[src/rtl/i2s_peak_meter.sv]
// I2S stereo capture with windowed peak-magnitude meter, all in the clk_clk domain.
// Latency: sample_valid/peak_valid 1 cycle after the bclk_rise carrying the right LSB (+2-3 sync cycles).
// Backpressure: none; outputs are pulses plus held values, the codec stream cannot be stalled.
module i2s_peak_meter #(
  parameter int SAMPLE_BITS = 16,
  parameter int WINDOW_LOG2 = 10
) (
  input  logic                   clk_clk,
  input  logic                   reset_reset,
  input  logic                   i2s_bclk,
  input  logic                   i2s_lrck,
  input  logic                   i2s_adcdat,
  output logic                   sample_valid,
  output logic [SAMPLE_BITS-1:0] sample_left,
  output logic [SAMPLE_BITS-1:0] sample_right,
  output logic                   peak_valid,
  output logic [SAMPLE_BITS-2:0] peak_value,
  output logic                   frame_error
);

  localparam int CW = $clog2(SAMPLE_BITS);
  localparam logic [CW-1:0] LAST_BIT = CW'(SAMPLE_BITS - 1);

  typedef enum logic [1:0] {IDLE, SKIP, SHIFT, HOLD} state_t;

  logic [2:0] bclk_sync_q;
  logic [2:0] lrck_sync_q;
  logic [1:0] dat_sync_q;

  // Synchronisers are plain sample pipelines; left out of reset so they
  // track the pins during reset and no spurious edge appears on release.
  always_ff @(posedge clk_clk) begin
    bclk_sync_q <= {bclk_sync_q[1:0], i2s_bclk};
    lrck_sync_q <= {lrck_sync_q[1:0], i2s_lrck};
    dat_sync_q  <= {dat_sync_q[0], i2s_adcdat};
  end

  logic bclk_rise, lr_edge, lr_lvl, dat_s;
  assign bclk_rise = bclk_sync_q[1] & ~bclk_sync_q[2];
  assign lr_edge   = lrck_sync_q[1] ^ lrck_sync_q[2];
  assign lr_lvl    = lrck_sync_q[1];
  assign dat_s     = dat_sync_q[1];

  state_t                 state_q, state_d;
  logic                   chan_q, chan_d;
  logic [CW-1:0]          bitcnt_q, bitcnt_d;
  logic [SAMPLE_BITS-1:0] shreg_q, shreg_d;
  logic                   word_done, trunc;
  logic [SAMPLE_BITS-1:0] word;

  // Completed word includes the bit arriving on the current bclk_rise.
  assign word = {shreg_q[SAMPLE_BITS-2:0], dat_s};

  // FSM state register.
  always_ff @(posedge clk_clk) begin
    if (reset_reset) begin
      state_q  <= IDLE;
      chan_q   <= 1'b0;
      bitcnt_q <= '0;
      shreg_q  <= '0;
    end else begin
      state_q  <= state_d;
      chan_q   <= chan_d;
      bitcnt_q <= bitcnt_d;
      shreg_q  <= shreg_d;
    end
  end

  // FSM next state: an LR edge always wins; a coincident bclk_rise is the delay bit.
  always_comb begin
    state_d   = state_q;
    chan_d    = chan_q;
    bitcnt_d  = bitcnt_q;
    shreg_d   = shreg_q;
    word_done = 1'b0;
    trunc     = 1'b0;
    if (lr_edge) begin
      chan_d   = lr_lvl;
      bitcnt_d = '0;
      trunc    = (state_q == SKIP) || (state_q == SHIFT);
      state_d  = bclk_rise ? SHIFT : SKIP;
    end else if (bclk_rise) begin
      case (state_q)
        SKIP: begin
          state_d  = SHIFT;
          bitcnt_d = '0;
        end
        SHIFT: begin
          shreg_d  = word;
          bitcnt_d = bitcnt_q + 1'b1;
          if (bitcnt_q == LAST_BIT) begin
            state_d   = HOLD;
            word_done = 1'b1;
          end
        end
        default: ;
      endcase
    end
  end

  // Magnitude with the most negative code saturated to full scale.
  function automatic logic [SAMPLE_BITS-2:0] mag(input logic [SAMPLE_BITS-1:0] s);
    logic [SAMPLE_BITS-1:0] n;
    n = -s;
    if (!s[SAMPLE_BITS-1])             mag = s[SAMPLE_BITS-2:0];
    else if (s[SAMPLE_BITS-2:0] == '0) mag = '1;
    else                               mag = n[SAMPLE_BITS-2:0];
  endfunction

  logic [SAMPLE_BITS-1:0] left_hold_q, left_hold_d;
  logic                   left_ok_q, left_ok_d;
  logic                   sv_q, sv_d;
  logic [SAMPLE_BITS-1:0] sl_q, sl_d, sr_q, sr_d;
  logic                   pv_q, pv_d;
  logic [SAMPLE_BITS-2:0] pk_q, pk_d, acc_q, acc_d;
  logic [WINDOW_LOG2-1:0] cnt_q, cnt_d;
  logic                   fe_q, fe_d;
  logic [SAMPLE_BITS-2:0] mag_l, mag_r, m_frame, m_max;

  assign mag_l   = mag(left_hold_q);
  assign mag_r   = mag(word);
  assign m_frame = (mag_l > mag_r) ? mag_l : mag_r;
  assign m_max   = (acc_q > m_frame) ? acc_q : m_frame;

  // Frame assembly and peak window registers.
  always_ff @(posedge clk_clk) begin
    if (reset_reset) begin
      left_hold_q <= '0;
      left_ok_q   <= 1'b0;
      sv_q        <= 1'b0;
      sl_q        <= '0;
      sr_q        <= '0;
      pv_q        <= 1'b0;
      pk_q        <= '0;
      acc_q       <= '0;
      cnt_q       <= '0;
      fe_q        <= 1'b0;
    end else begin
      left_hold_q <= left_hold_d;
      left_ok_q   <= left_ok_d;
      sv_q        <= sv_d;
      sl_q        <= sl_d;
      sr_q        <= sr_d;
      pv_q        <= pv_d;
      pk_q        <= pk_d;
      acc_q       <= acc_d;
      cnt_q       <= cnt_d;
      fe_q        <= fe_d;
    end
  end

  // A right word only forms a frame when a good left word precedes it;
  // the last frame of a window publishes the peak and restarts the accumulator.
  always_comb begin
    left_hold_d = left_hold_q;
    left_ok_d   = left_ok_q;
    sv_d        = 1'b0;
    sl_d        = sl_q;
    sr_d        = sr_q;
    pv_d        = 1'b0;
    pk_d        = pk_q;
    acc_d       = acc_q;
    cnt_d       = cnt_q;
    fe_d        = trunc;
    if (trunc) left_ok_d = 1'b0;
    if (word_done) begin
      if (!chan_q) begin
        left_hold_d = word;
        left_ok_d   = 1'b1;
      end else if (left_ok_q) begin
        sv_d      = 1'b1;
        sl_d      = left_hold_q;
        sr_d      = word;
        left_ok_d = 1'b0;
        cnt_d     = cnt_q + 1'b1;
        if (cnt_q == '1) begin
          pv_d  = 1'b1;
          pk_d  = m_max;
          acc_d = '0;
        end else begin
          acc_d = m_max;
        end
      end
    end
  end

  assign sample_valid = sv_q;
  assign sample_left  = sl_q;
  assign sample_right = sr_q;
  assign peak_valid   = pv_q;
  assign peak_value   = pk_q;
  assign frame_error  = fe_q;

endmodule

[config.mk]
export PLATFORM = sky130hd
export DESIGN_NAME = i2s_peak_meter
export DESIGN_NICKNAME = d
export VERILOG_FILES = /design/src/rtl/i2s_peak_meter.sv
export SDC_FILE = /design/constraint.sdc
export NUM_CORES = 1
export LEC_CHECK = 0
export ABC_CLOCK_PERIOD_IN_PS = 9900
export CAP_MARGIN = 20
export CORE_UTILIZATION = 43
export CTS_BUF_LIST = sky130_fd_sc_hd__clkbuf_8
export DETAILED_ROUTE_END_ITERATION = 6
export PLACE_DENSITY = 0.7
export SLEW_MARGIN = 20
export SYNTH_ARGS = -nofsm -noshare
export SYNTH_HDL_FRONTEND = slang
export SYNTH_SLANG_ARGS = --single-unit
[constraint.sdc]
create_clock -name clk_clk -period 9.9 [get_ports clk_clk]
set_input_delay 2.475 -clock clk_clk [delete_from_list [all_inputs] [get_ports clk_clk]]
set_output_delay 2.475 -clock clk_clk [all_outputs]
set_load 0.02 [all_outputs]
# Word level (Yosys, flattened, before mapping)
# Cells that the tools add are included.
word_totals:
  ff_bits: 122
  latch_bits: 0
  mem_bits_rw: 0
  romBits: 0
  in_bits: 5
  elab_cells: 74
  mem_count: 0
classes:
  n_addsub: 4
  multipliers: 0
  div: 0
  n_lt_le_gt_ge: 2
  n_eq_ne: 5
  shifts: 0
  n_mux: 24
  n_bitwise: 7
  reduce_logical: 15
ops:
  columns: ["operator", "count"]
  rows:
  - ["$mux 15", 7]
  - ["$gt 15x15->1", 2]
  - ["$logic_not 15->1", 2]
  - ["$neg 15->15", 2]
  - ["$mux 1", 11]
  - ["$add 10x1->10 const B", 1]
  - ["$eq 10x10->1 const B", 1]
  - ["$reduce_and 3->1", 3]
  - ["$mux 2", 4]
  - ["$pmux 4 s2", 1]
  - ["$not 1->1", 5]
  - ["$add 4x1->4 const B", 1]
  - ["$eq 4x4->1 const B", 1]
  - ["$pmux 2 s2", 1]
  - ["$reduce_and 2->1", 2]
  - ["$reduce_and 4->1", 1]
  - ["$reduce_bool 2->1", 2]
  - ["$reduce_or 4->1", 1]
  - ["$ne 3x2->1 const B", 1]
  - ["$reduce_bool 3->1", 1]
  - ["$reduce_or 3->1", 1]
  - ["$eq 2x1->1 const B", 1]
  - ["$eq 2x2->1 const B", 1]
  - ["$reduce_or 2->1", 1]
  - ["3 further kinds", 3]

# Longest topological paths before layout
# Gate-level depths: netlist of the first run.
depth:
  ltp_word: 8
  ltp_mapped: 29

# Worst setup path before layout of the first run
# No wires, ideal clock.
synth_timing:
  path_kind: "register to register"
  start: "reg shreg_q[7]"
  end: "reg acc_q[5]"
  t_arrival_ns: 5.921
  required_ns: 9.763
  path_slack_ns: 3.842
  path_stages_with_launch: 27
  path_buffers: 5
  synth_period_minus_slack_ns: 6.058
  cell_sequence: "dfxtp_1 -> clkbuf_1 -> or4_1 -> nor3_1 -> nand4b_1 -> clkbuf_1 -> nand2_1 -> inv_1 -> ha_1 -> a211o_1 -> a211oi_1 -> nand2_1 -> o31ai_1 -> a211o_1 -> a221o_1 -> buf_2 -> mux2i_1 -> ha_1 -> a21o_1 -> a21o_1 -> a21oi_1 -> o21ai_0 -> o41a_1 -> clkbuf_1 -> a31oi_2 -> buf_4 -> o32ai_1"
synth_via:
  elab_chain_cells: 8
  word_cells_on_any_way: 9
  classes_between: "add/sub: 1; order compare: 2; mux: 5; reduce/logical: 1"
synth_rtl:
  columns: ["element", "line_no", "source"]
  rows:
  - ["from (decl)", "47", "logic [SAMPLE_BITS-1:0] shreg_q, shreg_d;"]
  - ["from (signal assigned)", "65", "shreg_q <= shreg_d;"]
  - ["$neg 15->15 / $logic_not 15->1 (equally long branches)", "104, 106", null]
  - ["$mux 15", "106", "else if (s[SAMPLE_BITS-2:0] == '0) mag = '1;"]
  - ["$mux 15 (*)", "105", "if (!s[SAMPLE_BITS-1]) mag = s[SAMPLE_BITS-2:0];"]
  - ["$gt 15x15->1", "122", "assign m_frame = (mag_l > mag_r) ? mag_l : mag_r;"]
  - ["$mux 15 (*)", "122", null]
  - ["$gt 15x15->1", "123", "assign m_max = (acc_q > m_frame) ? acc_q : m_frame;"]
  - ["$mux 15 (*)", "123", null]
  - ["$mux 15 (*)", "176", "if (cnt_q == '1) begin"]
  - ["to (signal assigned)", "135", "acc_q <= '0;"]
  - ["to (signal assigned)", "146", "acc_q <= acc_d;"]
  - ["to (decl)", "115", "logic [SAMPLE_BITS-2:0] pk_q, pk_d, acc_q, acc_d;"]
# Every way passes the cells marked *; elsewhere a longest branch is shown, timed or not.
# A chain may end at the register's enable or synchronous reset.

# Worst setup path in the final report of the first run
layout_timing:
  start: "reg shreg_q[7]"
  end: "reg acc_q[14]"
# Same word-level chain as after synthesis.

==> summary.md, run 1 <==
| Metric | Value |
|---|---|
| P_leak | `2.933 nW` |
| Vias per Instance | `5.483` |
| Crit path max fanout | `20` |
| DIE AREA | `15850 um2` |
| PortBufs | `54` |
| Ys flop type | `dfxtp_1` |
| Clk sinks | `122` |
| Final Setup Violations | `0` |
| Hold-fix buffers, CTS | `0` |
| Max VDD drop | `0.08697 mV` |
| Synth Warn # | `0` |
| Final cell count without fillers | `1043` |
| Drt wl/cell | `14.93 um` |
| Nets@finish | `884` |
| Core area | `14750 um2` |
| Number of cell rows | `44` |
| Fillers | `1478` |
| Setup TNS | `0 ps` |
| Reg-to-reg endpoint | `acc_q[14]` |
| Synth top cells by count | `nand2_1 (183), dfxtp_1 (122), a21oi_1 (103)` |
| Post-route ant nets | `0` |
| Data arrival time of the critical path | `7910 ps` |
| Outcome | `completed` |
| Required time of the critical path | `10190 ps` |
| Worst-path cell chain | `or4_1 > nor3_1 > nand4b_1 > nand2_1 > inv_1 > ha_1 > a211o_1 > a211oi_1 > nand2_1 > o31ai_1 > a211o_1 > a221o_1 > mux2i_1 > ha_1 > a21o_1 > a21o_1 > a21oi_1 > o21ai_0 > o41a_1 > a31oi_2 > o32ai_2` |
| Clock transition at path regs | `70 ps` |
| Mapped Cells | `827` |
| Post-layout util | `50.94%` |
| Overflow after GRT | `0` |
| Fmax | `131.3 MHz` |
| Seq/Total Area, Yosys | `37.01%` |
| Slowest stage delay, CP | `900 ps` |
| Die H | `125.9 um` |
| Final hold violations | `0` |
| Clock tree from TritonCTS | `built` |
| Yosys top cell area share | `37.01%` |
| Initial antenna violation count | `0` |
| Post-synth top area cell | `dfxtp_1` |
| DRT Pass-1 Iters | `6` |
| CP Class | `reg2reg` |
| Post-cts resize count | `0` |
| Max-slew headroom | `32.23%` |
| RSZ-0062 raised after global routing | `no` |
| CTS Buf Count | `17` |
| DRT iter0 DRCs | `325` |
| Tmin final | `7619 ps` |
| Largest net degree at the start of global routing | `67` |
| Layout cells sized above 1 | `8.033%` |
| Routed Wire Length | `15570 um` |
| Cell Pwr Density | `127.0 nW/um2` |
| Crit path capture type | `register` |
| First-pass GRT wire length | `25340 um` |
| Crit path to | `acc_q[14]` |
| P&R area growth vs syn | `13.90%` |
| Initial Util | `44.73%` |
| CP Launch Type | `register` |
| Ports | `55` |
| Total number of vias | `5719` |
| Setup crit start | `shreg_q[7]` |
| Max-cap violations | `0` |
| DP Wirelength | `10700 um` |
| Post-route DRC | `0` |
| Clock Tree Buf Depth | `2` |
| Reg2Reg Launch Point | `shreg_q[7]` |
| Cell variety after synth | `63` |
| Final period util | `76.96%` |
| Post-synth EDFFs | `0` |
| Synth Register Bits | `122` |
| Antenna fix cells | `0` |
| Post-CTS setup buffers | `0` |
| Final Max Tran Viols | `0` |
| Cell Area, Synth | `6599 um2` |
| Syn nets | `865` |
| Area contributors post-synth | `dfxtp_1 (37%), nand2_1 (10%), a21oi_1 (7.8%)` |
| Async S/R FF share, synth | `0%` |
| Die width | `125.9 um` |
| Total track usage | `20.08%` |
| CTS H-tree depth | `4` |
| R2R Setup Slk | `2280 ps` |
| Vias in the first global route | `5121` |
| Slowest cell on crit path | `a31oi_2` |
| Clock Skew | `18.17 ps` |
| WP buf/inv | `1` |
| Cell with the most instances after synthesis | `nand2_1` |
| Post-Syn Area per Cell | `7.979 um2` |
| Placed insts | `1011` |
| CP delay by family, top | `compound AO/OA/AOI/OAI gates` |
| Power Total | `0.9549 mW` |
| Clk_lat worst skew | `460 ps` |
| HP Class | `reg2reg` |
| Worst Tran Pin Value | `1013 ps` |
| Root Buffer | `clkbuf_8` |
| CP Depth | `21` |
| FF-to-FF path depth | `21` |
| Final GP Congestion | `0.8697` |
cell families (layout without fill, tap and decap cells):
logic type | after synthesis | after routing | synth area share, %
simple gates | 327 | 327 | 22.73
compound gates | 210 | 210 | 21.90
flops | 122 | 122 | 37.01
buf+inv | 92 | 124 | 5.859
fa+ha+maj | 33 | 33 | 6.257
xor+xnor | 25 | 25 | 3.318
mux | 18 | 18 | 2.920
sequential cells by signal (all words and copies together), names as in the netlist:
register	count
frame_error	1
sample_valid	1
state_q	2
left_ok_q	1
left_hold_q	16
dat_sync_q	2
peak_value	15
sample_right	16
chan_q	1
bclk_sync_q	3
shreg_q	15
sample_left	16
cnt_q	10
bitcnt_q	4
lrck_sync_q	3
acc_q	15
peak_valid	1
placed cells by master, fill, tap and decap left out, types with 14 or more instances in the layout:
cell and instances:
a21oi_1 103, clkbuf_8 18, clkdlybuf4s50_1 53, dfxtp_1 122
ha_1 33, inv_1 35, mux2i_1 14, nand2_1 183
nand2b_1 17, nand3_1 14, nor2_1 40, o21ai_0 18
o21bai_1 14, or3_1 14, xor2_1 17
worst min-delay path by stage:
stage,startpoint,endpoint,slack [ps],cells after the start
floorplan,bclk_sync_q[0],bclk_sync_q[1],310,0
global placement,dat_sync_q[0],dat_sync_q[1],310,0
detailed placement,dat_sync_q[0],dat_sync_q[1],310,0
CTS,bclk_sync_q[0],bclk_sync_q[1],330,0
global route,bclk_sync_q[0],bclk_sync_q[1],330,0
finish,bclk_sync_q[0],bclk_sync_q[1],330,0
power breakdown:
part | leakage (nW) | total [mW] | switching (mW) | internal [mW]
Combinational | 1.77 | 0.0428 | 0.0282 | 0.0146
Sequential | 0.986 | 0.496 | 0.00208 | 0.493
Clock | 0.176 | 0.417 | 0.212 | 0.204
Total | 2.93 | 0.955 | 0.243 | 0.712
routing by layer:
| metal | track usage (%) | wire length [um] | vias to the layer above | part of all wire, % |
|---|---|---|---|---|
| li1 | - | - | 2924 | - |
| met1 | 27.64 | 7819 | 2666 | 50 |
| met2 | 31.20 | 6993 | 109 | 45 |
| met3 | 3.441 | 532 | 20 | 3.4 |
| met4 | 8.009 | 227 | 0 | 1.5 |
| met5 | 0 | 0 | - | 0 |
layout make-up:
cell class                      instances  area (um2)  area share (%)
Clock inverter                         14       126.4           1.681
Multi-Input combinational cell        613        3770           50.16
Clock buffer                           18       247.7           3.296
Sequential cell                       122        2442           32.50
Tap cell                              184       230.2           3.063
Inverter                               33       123.9           1.648
Timing Repair Buffer                   59       575.6           7.658
metrics by stage:
| step | area, um2 | hold WS [ps] | worst slack, ps |
|---|---|---|---|
| final | 7516 | 327.1 | 2281 |
| after global routing | 7516 | 333.8 | 1852 |
| after CTS | 7516 | 330.2 | 2344 |
| after detailed placement | 7142 | 312.1 | 2381 |
| after global placement | 7142 | 309.8 | 2404 |
| after floorplan | 6599 | 309.6 | 3842 |
(Power assumes the default switching activity.)
==> run 2, diff against run 1 <==
- ABC_CLOCK_PERIOD_IN_PS: 9900 -> 7100
- clock period: 9.9 -> 7.1 ns (I/O delays scaled with it)
==> run 2 against run 1 <==
Utilization up 0.91 points. Cell area up 1.8%. Non-clock buffer count is 11 higher. Worst setup slack got worse by 1800 ps. Register-to-register slack worse by 1800 ps. Maximum frequency grew 15%. Sequential share of layout area fell by 0.57 points. Global-route usage is 0.53 points higher. Critical path depth is 1 higher. Routed wire length increased by 2.1%. Largest cell class unchanged.
==> summary.md, run 2 (synthesis results as in run 1) <==
| Metric | Value |
|---|---|
| Outcome | `completed` |
| Clock tree from TritonCTS | `built` |
| HP Class | `reg2reg` |
| Clock transition at path regs | `80 ps (about the same)` |
| Reg2Reg Launch Point | `left_hold_q[7]` |
| Cell Pwr Density | `180.5 nW/um2 (+42%)` |
| Clk_lat worst skew | `450 ps (about the same)` |
| CTS H-tree depth | `4 (unchanged)` |
| Initial antenna violation count | `0 (unchanged)` |
| CP Launch Type | `register` |
| Total track usage | `20.61% (+0.53 points)` |
| Vias in the first global route | `5326 (+4.0%)` |
| DP Wirelength | `10970 um (+2.5%)` |
| Reg-to-reg endpoint | `acc_q[6]` |
| Pint | `1.042 mW (+46%)` |
| Clock power share | `45.4% (+1.8 points)` |
| Max VDD drop | `0.1366 mV (+57%)` |
| DIE AREA | `15850 um2 (unchanged)` |
| P&R area growth vs syn | `15.93%` |
| PortBufs | `54 (unchanged)` |
| Required time of the critical path | `7440 ps (-2750 ps)` |
| RSZ-0062 raised after global routing | `no` |
| Logic pwr share | `4.6% (about the same)` |
| P_leak | `3.002 nW (+2.4%)` |
| Tmin final | `6618 ps (-1000 ps)` |
| Routed Wire Length | `15890 um (+2.1%)` |
| FF-to-FF path depth | `22 (+4.8%)` |
| Number of cell rows | `44 (unchanged)` |
| Post-route ant nets | `0 (unchanged)` |
| Layout cells sized above 1 | `9.540% (+1.5 points)` |
| Data arrival time of the critical path | `6960 ps (-950 ps)` |
| Crit path max fanout | `21 (+5.0%)` |
| Clock Skew | `9.579 ps (-8.592 ps)` |
| Fmax | `151.1 MHz (+15%)` |
| Fillers | `1434 (-3.0%)` |
| Root Buffer | `clkbuf_8` |
| Setup TNS | `0 ps (unchanged)` |
| CTS Buf Count | `17 (unchanged)` |
| DRT Pass-1 Iters | `5 (-1)` |
| Hold EP | `bclk_sync_q[1]` |
| Hold Path Stages | `0 (unchanged)` |
| Switching power | `0.3382 mW (+39%)` |
| Clock Tree Buf Depth | `2 (unchanged)` |
| Most frequent cells in the layout | `nand2_1 (183), dfxtp_1 (122), a21oi_1 (103)` |
| Die width | `125.9 um (unchanged)` |
| Nets@finish | `895 (+1.2%)` |
| Final Setup Violations | `0 (unchanged)` |
| Overflow after GRT | `0 (unchanged)` |
| Drt wl/cell | `15.08 um (+1.0%)` |
| Sw frac | `24.50% (-0.90 points)` |
| Clk sinks | `122 (unchanged)` |
| Initial Util | `44.73% (unchanged)` |
| Largest net degree at the start of global routing | `69 (+3.0%)` |
| Antenna fix cells | `0 (unchanged)` |
| Max-cap violations | `0 (unchanged)` |
| Final Max Tran Viols | `0 (unchanged)` |
| Post-route DRC | `0 (unchanged)` |
| Final period util | `93.22% (+16 points)` |
| CP Class | `reg2reg` |
| R2R Setup Slk | `480 ps (-1800 ps)` |
| Ports | `55 (unchanged)` |
| Post-layout util | `51.85% (+0.91 points)` |
| Die H | `125.9 um (unchanged)` |
| Final WS setup | `481.7 ps (-1800 ps)` |
| DP Worst Slack | `329.2 ps (-2052 ps)` |
| Total number of vias | `5794 (+1.3%)` |
| Final GP Congestion | `0.9039 (+3.9%)` |
| Hold Startpoint | `bclk_sync_q[0]` |
| Max-slew headroom | `27.87% (-4.4 points)` |
| Final hold violations | `0 (unchanged)` |
| First-pass GRT wire length | `26260 um (+3.6%)` |
| Commonest non-fill, non-tap cell in the layout | `nand2_1` |
| Crit path capture type | `register` |
| Core area | `14750 um2 (unchanged)` |
| Worst Tran Pin Value | `1078 ps (+65.19 ps)` |
| Vias per Instance | `5.497 (+0.25%)` |
| Power share of the sequential group | `50.0% (-1.9 points)` |
| DRT iter0 DRCs | `426 (+31%)` |
run 2: cell types whose count changed in the layout (fill, tap and decap cells not counted), sizes merged:
cell / before / now
buf: 6 / 17
bufinv: 1 / 2
clkbuf: 18 / 19
inv: 36 / 34
run 2: power by group through the flow:
stage          clock network (mW)  registers [mW]  logic (mW)
4_1_cts                     0.641           0.691      0.0627
3_3_place_gp                    0           0.707      0.0616
5_1_grt                     0.673           0.691      0.0688
6_report                    0.627           0.691      0.0630
2_1_floorplan                   0           0.706      0.0487
3_5_place_dp                    0           0.707      0.0627
run 2: what timing repair did:
item | CTS | global route
setup endpoints to repair | 0 | 29
gates resized for setup | 0 | 1
setup buffers | 0 | 4
hold buffers | 0 | 0
run 2: stage by stage:
stage | hold slack [ps] | total power [mW] | std cells | cell area (um2)
global route | 338.9 | 1.433 | 1054 | 7650
CTS | 328.3 | 1.394 | 1050 | 7614
floorplan | 309.6 | 0.7550 | 827 | 6599
detailed placement | 312.1 | 0.7693 | 1018 | 7207
global placement | 315.8 | 0.7681 | 1018 | 7207
finish | 327.5 | 1.381 | 1054 | 7650
run 2: area by class of cell:
class / count / area (um2) / share of cell area [%]
multi-input cells: 613 / 3776 / 49.36
flip-flops and latches: 122 / 2442 / 31.93
repair buffers: 70 / 670.6 / 8.767
clock buffers: 19 / 261.5 / 3.418
well taps: 184 / 230.2 / 3.009
clock inverters: 13 / 145.1 / 1.897
inverters: 33 / 123.9 / 1.619
run 2: worst max-delay path: stages (launching register included):
cell and delay [ps]:
dfxtp_1 380, or4_1 610, or3_1 420, or2_2 330, nand2_1 100, ha_1 250, a211o_1 320, a211oi_1 320
nand2_1 120, o31ai_1 360, a211o_1 170, a221o_1 380, buf_4 250, mux2i_1 370, ha_1 320, a21o_1 160
a21o_1 170, a21oi_1 200, inv_1 60, o41a_1 410, and2_1 290, buf_12 240, o32ai_1 260
run 2: worst max path at each step:
stage / startpoint / to / slack (ps) / cells past startpoint
final: left_hold_q[7] / acc_q[6] / 480 / 22
after global routing: shreg_q[7] / peak_value[11] / 5 / 24
after CTS: dat_sync_q[1] / acc_q[6] / 280 / 25
after detailed placement: dat_sync_q[1] / acc_q[6] / 330 / 26
after global placement: dat_sync_q[1] / acc_q[14] / 550 / 26
after floorplan: shreg_q[7] / acc_q[5] / 1040 / 26
run 2: per-layer routing:
layer | vias to the layer above | track usage (%) | share of wire, %
li1 | 2935 | - | -
met5 | - | 0 | 0
met3 | 33 | 3.951 | 3.8
met1 | 2689 | 27.93 | 49
met2 | 137 | 31.46 | 45
met4 | 0 | 9.922 | 2.6
